### config.mk
export PLATFORM = sky130hd
export DESIGN_NAME = strtstop_debounce
export DESIGN_NICKNAME = d
export VERILOG_FILES = /design/src/rtl/strtstop_debounce.sv
export SDC_FILE = /design/constraint.sdc
export NUM_CORES = 1
export LEC_CHECK = 0
export BUFFER_PORTS_ARGS = -buffer_cell sky130_fd_sc_hd__buf_2
export CAP_MARGIN = 10
export CORE_UTILIZATION = 63
export CTS_CLUSTER_DIAMETER = 40
export DETAILED_ROUTE_END_ITERATION = 8
export HOLD_SLACK_MARGIN = 0.03
export PLACE_DENSITY = 0.9
export SYNTH_ARGS = -nofsm -noshare
export SYNTH_HDL_FRONTEND = slang
export SYNTH_SLANG_ARGS = --single-unit
### constraint.sdc
create_clock -name CLK -period 4.3 [get_ports CLK]
set_input_delay 1.075 -clock CLK [delete_from_list [all_inputs] [get_ports CLK]]
set_output_delay 1.075 -clock CLK [all_outputs]
set_load 0.02 [all_outputs]
### src/rtl/strtstop_debounce.sv
// strtstop_debounce
//   Conditions the raw STRTSTOP push-button before it reaches the stopwatch
//   control FSM. BTN_RAW is normalised to active-high and passed through a
//   2-flop synchronizer. A debounce FSM then accepts a press or a release only
//   after the synchronized level has been stable for DEBOUNCE_CYCLES cycles.
//
//   Ports
//     CLK          in   system clock (DCM CLK0 domain)
//     RESET        in   asynchronous active-low reset
//     BTN_RAW      in   raw button pin, asynchronous to CLK
//     PRESS_PULSE  out  one-cycle strobe per accepted press
//     LEVEL        out  debounced level, 1 = pressed
//     LONG_PRESS   out  one-cycle strobe when a press is held HOLD_CYCLES
//     BUSY         out  1 while a press or release is being qualified
//
//   Optional feature: define HOLD_DETECT_EN to build the long-press hold
//   counter. Without it LONG_PRESS is tied to 0 and the port list is unchanged.
module strtstop_debounce #(
  parameter int DEBOUNCE_CYCLES = 50000,
  parameter int CNT_W           = 16,
  parameter bit BTN_ACTIVE_LOW  = 1'b1,
  parameter int HOLD_CYCLES     = 60000
) (
  input  logic CLK,
  input  logic RESET,
  input  logic BTN_RAW,
  output logic PRESS_PULSE,
  output logic LEVEL,
  output logic LONG_PRESS,
  output logic BUSY
);

  typedef enum logic [1:0] {
    IDLE         = 2'd0,
    PRESS_WAIT   = 2'd1,
    HELD         = 2'd2,
    RELEASE_WAIT = 2'd3
  } state_t;

  localparam logic [CNT_W-1:0] DB_LAST = CNT_W'(DEBOUNCE_CYCLES - 1);

  state_t           state;
  logic [CNT_W-1:0] cnt;
  logic             btn;
  logic             s1, s2;

  // Normalise to 1 = pressed so the reset value of the sync flops is "released".
  assign btn = BTN_ACTIVE_LOW ? ~BTN_RAW : BTN_RAW;

  always_ff @(posedge CLK or negedge RESET) begin
    if (!RESET) begin
      s1 <= 1'b0;
      s2 <= 1'b0;
    end else begin
      s1 <= btn;
      s2 <= s1;
    end
  end

  // Debounce FSM. The qualification counter is cleared on every state change,
  // so it can never wrap. A disagreeing s2 on the final count cycle wins.
  always_ff @(posedge CLK or negedge RESET) begin
    if (!RESET) begin
      state       <= IDLE;
      cnt         <= '0;
      PRESS_PULSE <= 1'b0;
      LEVEL       <= 1'b0;
      BUSY        <= 1'b0;
    end else begin
      PRESS_PULSE <= 1'b0;
      case (state)
        IDLE: begin
          if (s2) begin
            state <= PRESS_WAIT;
            cnt   <= '0;
            BUSY  <= 1'b1;
          end
        end
        PRESS_WAIT: begin
          if (!s2) begin
            state <= IDLE;
            cnt   <= '0;
            BUSY  <= 1'b0;
          end else if (cnt == DB_LAST) begin
            state       <= HELD;
            cnt         <= '0;
            PRESS_PULSE <= 1'b1;
            LEVEL       <= 1'b1;
            BUSY        <= 1'b0;
          end else begin
            cnt <= cnt + 1'b1;
          end
        end
        HELD: begin
          if (!s2) begin
            state <= RELEASE_WAIT;
            cnt   <= '0;
            BUSY  <= 1'b1;
          end
        end
        RELEASE_WAIT: begin
          // Release bounce returns to HELD without a new pulse; LEVEL stays 1.
          if (s2) begin
            state <= HELD;
            cnt   <= '0;
            BUSY  <= 1'b0;
          end else if (cnt == DB_LAST) begin
            state <= IDLE;
            cnt   <= '0;
            LEVEL <= 1'b0;
            BUSY  <= 1'b0;
          end else begin
            cnt <= cnt + 1'b1;
          end
        end
        default: begin
          state <= IDLE;
          cnt   <= '0;
          LEVEL <= 1'b0;
          BUSY  <= 1'b0;
        end
      endcase
    end
  end

`ifdef HOLD_DETECT_EN
  localparam logic [CNT_W-1:0] HOLD_LAST = CNT_W'(HOLD_CYCLES - 1);

  logic [CNT_W-1:0] hold_cnt;
  logic             hold_done;

  // Counts cycles spent in HELD. Paused (not cleared) in RELEASE_WAIT so a
  // release bounce keeps the accumulated hold time; cleared whenever the
  // debounced level is low (IDLE / PRESS_WAIT), which covers both entry to
  // HELD and leaving the pressed states. hold_done makes the strobe one-shot
  // and holds the counter saturated.
  always_ff @(posedge CLK or negedge RESET) begin
    if (!RESET) begin
      hold_cnt   <= '0;
      hold_done  <= 1'b0;
      LONG_PRESS <= 1'b0;
    end else begin
      LONG_PRESS <= 1'b0;
      if (state == HELD) begin
        if (!hold_done) begin
          if (hold_cnt == HOLD_LAST) begin
            LONG_PRESS <= 1'b1;
            hold_done  <= 1'b1;
          end else begin
            hold_cnt <= hold_cnt + 1'b1;
          end
        end
      end else if (state != RELEASE_WAIT) begin
        hold_cnt  <= '0;
        hold_done <= 1'b0;
      end
    end
  end
`else
  assign LONG_PRESS = 1'b0;

  // Keeps HOLD_CYCLES referenced in the build without the hold counter.
  logic unused_hold;
  assign unused_hold = ^(32'(HOLD_CYCLES));
`endif

endmodule

==> flow_summary.yaml, run 1 <==
timing:
  timing.final.crit_share_pct: 53.1
  setup-violations-final: 0
  finalHoldViolCount: 0
  fin_tns_setup_ps: 0
  finalMaxSlewViolations: 0
  finalCriticalPeriod_ps: 2280
  fin_skew_ps: 4.31
  worstMarginPinSlew_ps: 684
  max_freq_mhz: 438
  relSlewSlack_pct: 54.3
  rsz0062_at_grt: "false"
clock_network:
  clock_latency_ps: 320
  cts-hold-fix-buffers: 0
  cts-buffers-inserted: 3
  clk_pin_slew_ps: 130
  postCtsSetupRepairBufs: 0
  cts_tree: "yes"
  cts_max_level: 1
  clkSinkCount: 23
  ctsLongestPathBuffers: 2
  postCtsResizedCells: 0
  cts_root_buf: "clkbuf_4"
floorplanning:
  start_util_pct: 70.8
  io_pins: 7
  die_w_um: 47.0
  num_rows: 15
  core_mm2: 0.00180
  die_y_um: 47.0
  die_area_mm2: 0.00221
layout:
  mostFrequentLayoutCells: "dfrtp_1 (23), nand2_1 (8), nor2_1 (6)"
  nets: 131
  num_antenna_cells: 0
  utilization_pct: 73.5
  drive_gt1_share_pct: 15.1
  area_delta_synth_final_pct: 3.83
  final_common_cell: "dfrtp_1"
critical_path:
  r2r_start: "cnt[0]$_DFFE_PN0P_"
  reg2reg_setup_slack_ps: 2020
  crit_required_ps: 4530
  r2r_cells: 5
  critical_path.endpoint_type: "flop"
  cp.arrival_ps: 2510
  worst-path-max-fanout: 13
  start_kind: "flop"
  crit_type: "flop to flop"
  r2r_end: "cnt[1]$_DFFE_PN0P_"
synthesis:
  seq_area_frac_synth_pct: 45.1
  ys_ff_latch: 23
  synth-edff-count: 0
  ys_warn_count: 0
  ys_types: 46
  synth.avg_cell_area_um2: 10.4
  synth_ff_type: "dfrtp_1"
  synth-async-reset-ratio_pct: 100
  syn_area_mm2: 0.00127
  synth_nets: 127
  syn_inst: 123
routing:
  firstDrtPassIters: 4
  wl_um: 2530
  viasPerCell: 6.93
  ant_nets: 0
  remaining_drc_errors: 0
  drt_iter0_markers: 57
  vias: 1047
  wire_per_inst_um: 16.7
grt:
  gr-total-overflow: 0
  grtUsageTotal_pct: 26.6
  grt_pass1_wl_um: 3920
  grt_max_degree: 24
  antenna_found_initial: 0
  grt_pass1_vias: 864
flow_run:
  drv_cap: 0
place:
  portBuffers: 5
  gp_congestion: 0.883
  dp_hpwl_um: 1800
hold_path:
  hold_class: "flop to flop"
  worstHoldStart: "s1$_DFF_PN0_"
  hold_depth: 0
  min_to: "s2$_DFF_PN0_"
power:
  power_leakage_nw: 0.560
  p_per_area_mw_per_mm2: 426
  peakVddDrop_mv: 0.322
status:
  status: "completed"
[critical path, cell delays in order (launching register included)]
cell	delay [ps]
dfrtp_1	440
ha_1	230
nand3_1	320
nor4_4	680
nor2_1	240
a22o_1	280
[cells in the mapped netlist (2+ instances only)]
| master | count | share of area [%] |
|---|---|---|
| nand3_1 | 4 | 1.6 |
| nor3b_1 | 4 | 2.4 |
| nor2b_1 | 2 | 0.98 |
| o21a_1 | 2 | 1.2 |
| nor3_1 | 5 | 2.0 |
| a21o_1 | 2 | 1.2 |
| and3_1 | 2 | 0.98 |
| or2_2 | 2 | 0.98 |
| o31ai_1 | 4 | 2.4 |
| nand4_1 | 4 | 2.0 |
| clkbuf_1 | 3 | 0.88 |
| nor4_4 | 2 | 3.3 |
| inv_1 | 3 | 0.88 |
| or3_1 | 2 | 0.98 |
| o311ai_0 | 2 | 1.4 |
| o21ai_0 | 5 | 2.0 |
| nand2_1 | 8 | 2.4 |
| nor2_1 | 6 | 1.8 |
| dfrtp_1 | 23 | 45 |
| xor2_1 | 2 | 1.4 |
| o22a_1 | 2 | 1.4 |
| nor4_1 | 5 | 2.5 |
| a22o_1 | 5 | 3.4 |
| a22oi_1 | 2 | 1.2 |
[metal layers]
layer  vias to the layer above  track usage, %  part of all wire [%]
met5                         -               0                     0
met4                         0            17.7                   2.5
met3                         9            5.00                   7.6
met2                        59            38.9                    45
met1                       494            36.0                    44
li1                        485               -                     -
[registers in the layout, indices dropped and copies added, names as in the netlist, named ones only]
signal,cells
BUSY,1
LEVEL,1
PRESS_PULSE,1
cnt,16
s1,1
s2,1
state,1
[cells by family after synthesis]
kind of cell | Yosys count | synth area share (%)
muxes | 1 | 1.18
AOI/OAI and AO/OA | 32 | 19.8
buffers and inverters | 9 | 3.63
other | 1 | 0.294
and+or+nand+nor | 54 | 27.6
adders and majority gates | 1 | 0.981
DFF | 23 | 45.1
xor gates and xnor gates | 2 | 1.37
[cell type report]
class	count	area (µm²)
Sequential cell	23	576
Tap cell	25	31.3
Multi-Input combinational cell	91	653
Clock buffer	3	22.5
Clock inverter	1	5.00
Fill cell	132	478
Timing Repair Buffer	5	25.0
Inverter	3	11.3
[power breakdown]
group | switching, mW | internal [mW]
registers | 0.0343 | 0.240
clock network | 0.0671 | 0.0349
logic | 0.121 | 0.0660
[through the flow]
| stage | cells | hold slack [ps] | worst slack [ps] | instance area, µm² | total power [mW] |
|---|---|---|---|---|---|
| 2_1_floorplan | 123 | 331 | 2390 | 1270 | 0.422 |
| 3_3_place_gp | 147 | 337 | 2100 | 1300 | 0.452 |
| 3_5_place_dp | 147 | 352 | 2050 | 1300 | 0.463 |
| 4_1_cts | 151 | 381 | 2050 | 1320 | 0.563 |
| 5_1_grt | 151 | 393 | 1900 | 1320 | 0.595 |
| 6_report | 151 | 383 | 2020 | 1320 | 0.564 |
[how the worst max path moves through the flow]
stage	start	endpoint	slack, ps	depth (start not counted)
after floorplan	cnt[7]$_DFFE_PN0P_	flop	2390	4
after global placement	cnt[7]$_DFFE_PN0P_	cnt[1]$_DFFE_PN0P_	2100	4
after detailed placement	cnt[7]$_DFFE_PN0P_	cnt[1]$_DFFE_PN0P_	2050	4
after CTS	cnt[7]$_DFFE_PN0P_	cnt[1]$_DFFE_PN0P_	2050	4
after global routing	cnt[1]$_DFFE_PN0P_	cnt[1]$_DFFE_PN0P_	1900	5
final	cnt[0]$_DFFE_PN0P_	cnt[1]$_DFFE_PN0P_	2020	5
No activity file was read; power rests on OpenSTA's default activity.
==> run 2: changes to the inputs <==
ABC_AREA = 1   (was unset)
CORE_UTILIZATION = 53   (was 63)
PLACE_DENSITY = 0.81   (was 0.9)
clock period = 2.05 ns   (was 4.3 ns; I/O delays follow)
==> run 2 against run 1 <==
- sequential share of layout area down 1.3 points
- synthesized cell count grew 42%
- final cell count is 38% higher
- maximum frequency grew 50%
- register-to-register slack worse by 1500 ps
- count of clock-buffer cells in the layout rose by 1
- sequential power rose by 97%
- worst setup slack got worse by 1500 ps
- sequential cell count unchanged
- critical endpoint is now BUSY$_DFFE_PN0P_
- highest routed layer unchanged
==> flow_summary.yaml, run 2 <==
timing:
  max_freq_mhz: 656
  rsz0062_at_grt: "false"
  fin_skew_ps: 1.37
  fin_tns_setup_ps: 0
  setup-violations-final: 0
  worstMarginPinSlew_ps: 506
  relSlewSlack_pct: 66.3
  finalCriticalPeriod_ps: 1520
  finalHoldViolCount: 0
  timing.final.crit_share_pct: 74.4
  finalMaxSlewViolations: 0
synthesis:
  ys_ff_latch: 23
  synth.avg_cell_area_um2: 7.46
  syn_inst: 175
  synth-async-reset-ratio_pct: 100
  synth_largest_area_cell: "dfrtp_1"
  ys_types: 26
  seq_area_frac_synth_pct: 44.1
  synth-edff-count: 0
  netlist.area_leader.share_pct: 44.1
  syn_area_mm2: 0.00131
  yosys-top-cells-count: "nand2_1 (52), inv_1 (24), dfrtp_1 (23)"
  ys_warn_count: 0
  synth_ff_type: "dfrtp_1"
  synth_most_common_cell: "nand2_1"
  synth_nets: 179
  synthTopCellsByArea: "dfrtp_1 (44%), nand2_1 (15%), inv_1 (6.9%)"
clock_network:
  ctsLongestPathBuffers: 2
  clk_pin_slew_ps: 120
  clock_latency_ps: 310
  postCtsResizedCells: 0
  cts_root_buf: "clkbuf_4"
  cts_tree: "yes"
  clkSinkCount: 23
  cts-hold-fix-buffers: 0
  cts_max_level: 1
  postCtsSetupRepairBufs: 0
  cts-buffers-inserted: 3
place:
  place_inst: 205
  portBuffers: 5
  dp_hpwl_um: 1970
  gp_congestion: 0.867
floorplanning:
  die_y_um: 51.6
  die_w_um: 51.6
  io_pins: 7
  num_rows: 17
  core_mm2: 0.00228
  start_util_pct: 57.3
  die_area_mm2: 0.00266
grt:
  grt_pass1_vias: 1039
  grt_pass1_wl_um: 4350
  top_usage_layer: "met2"
  grt_max_degree: 24
  met2_usage_pct: 38.7
  gr-total-overflow: 0
  grt.met3_usage_pct: 3.51
  antenna_found_initial: 0
  grtUsageTotal_pct: 22.6
  met1_usage_pct: 27.4
status:
  status: "completed"
critical_path:
  path_depth: 8
  cpPeakStageDelay_ps: 430
  cp_top_family: "simple AND/OR/NAND/NOR gates"
  crit_top_cell: "nand2_1"
  cp_num_buf_inv: 0
  r2r_cells: 8
  crit_required_ps: 2270
  critical_path.endpoint_type: "flop"
  start_kind: "flop"
  cpMaxStageDelayCell: "dfrtp_1"
  worst-path-max-fanout: 10
  path_cells: "ha_1 -> nand3_4 -> nor2_1 -> nand2_1 -> nand2_4 -> nand2_4 -> nand2_1 -> nand2_1"
  crit_type: "flop to flop"
  cp.arrival_ps: 1750
layout:
  drive_gt1_share_pct: 9.94
  nets: 186
  area_delta_synth_final_pct: 4.60
  mostFrequentLayoutCells: "nand2_1 (52), inv_1 (24), dfrtp_1 (23), nor2_1 (21), nand3_1 (15)"
  final-instance-count-excl-fill: 209
  top_register: "cnt"
  largest_reg_flops: 16
  num_antenna_cells: 0
  final_common_cell: "nand2_1"
routing:
  viasPerCell: 5.49
  firstDrtPassIters: 5
  drt_iter0_markers: 23
  vias: 1147
  wire_per_inst_um: 12.5
  remaining_drc_errors: 0
  wl_um: 2610
  ant_nets: 0
power:
  p_per_area_mw_per_mm2: 800
  peakVddDrop_mv: 0.942
  finalPower_mw: 1.09
  power_leakage_nw: 0.681
hold_path:
  hold_class: "input port to async pin"
flow_run:
  drv_cap: 0
run 2: cell types whose count changed after synthesis, moves of 5 or more:
cell     previous run  this run
nor2_1              6        21
inv_1               3        24
nor4_1              5         0
nand2_1             8        52
nand3_1             4        15
a22o_1              5         0
run 2: cells by family after synthesis:
logic type,after synthesis,synth area share (%)
and+or+nand+nor,104,36.8
xor gates and xnor gates,3,2.01
other,1,0.287
AOI/OAI and AO/OA,14,6.33
DFF,23,44.1
adders and majority gates,1,0.959
buffers and inverters,29,9.49
run 2: where the power goes:
group          total [mW]  switching (mW)  leakage, nW  internal, mW
clock network       0.213           0.136       0.0150        0.0761
registers           0.542          0.0421        0.310         0.500
logic               0.337           0.248        0.356        0.0891
total                1.09           0.426        0.681         0.665
run 2: cell type report:
cell class | instances | area [µm²]
Inverter | 26 | 97.6
Clock buffer | 4 | 26.3
Timing Repair Buffer | 5 | 25.0
Sequential cell | 23 | 576
Multi-Input combinational cell | 123 | 606
Tap cell | 28 | 35.0
Fill cell | 201 | 911
run 2: worst paths after layout:
| path | start | end | slack (ps) |
|---|---|---|---|
| min reg2reg | s1$_DFF_PN0_ | s2$_DFF_PN0_ | 370 |
| min in group CLK | BTN_RAW | s1$_DFF_PN0_ | 320 |
| max reg2reg | cnt[0]$_DFFE_PN0P_ | BUSY$_DFFE_PN0P_ | 530 |
| max in group asynchronous | RESET | cnt[1]$_DFFE_PN0P_ | 1570 |
| max | cnt[0]$_DFFE_PN0P_ | BUSY$_DFFE_PN0P_ | 530 |
| min | RESET | cnt[3]$_DFFE_PN0P_ | 150 |
run 2: metrics by stage:
step / util (%) / instance area (µm²) / setup WS (ps) / hold slack, ps
5_1_grt: 60.0 / 1370 / 431 / 189
2_1_floorplan: - / 1310 / 738 / 217
4_1_cts: 60.0 / 1370 / 530 / 161
6_report: 60.0 / 1370 / 525 / 146
3_5_place_dp: 58.8 / 1340 / 546 / 341
3_3_place_gp: 58.8 / 1340 / 630 / 336
run 2: metal layers:
| metal | part of all wire [%] | vias up | wire, µm |
|---|---|---|---|
| met3 | 6.4 | 4 | 166 |
| met4 | 1.3 | 0 | 34 |
| met5 | 0 | - | 0 |
| li1 | - | 559 | - |
| met1 | 44 | 539 | 1160 |
| met2 | 48 | 45 | 1250 |
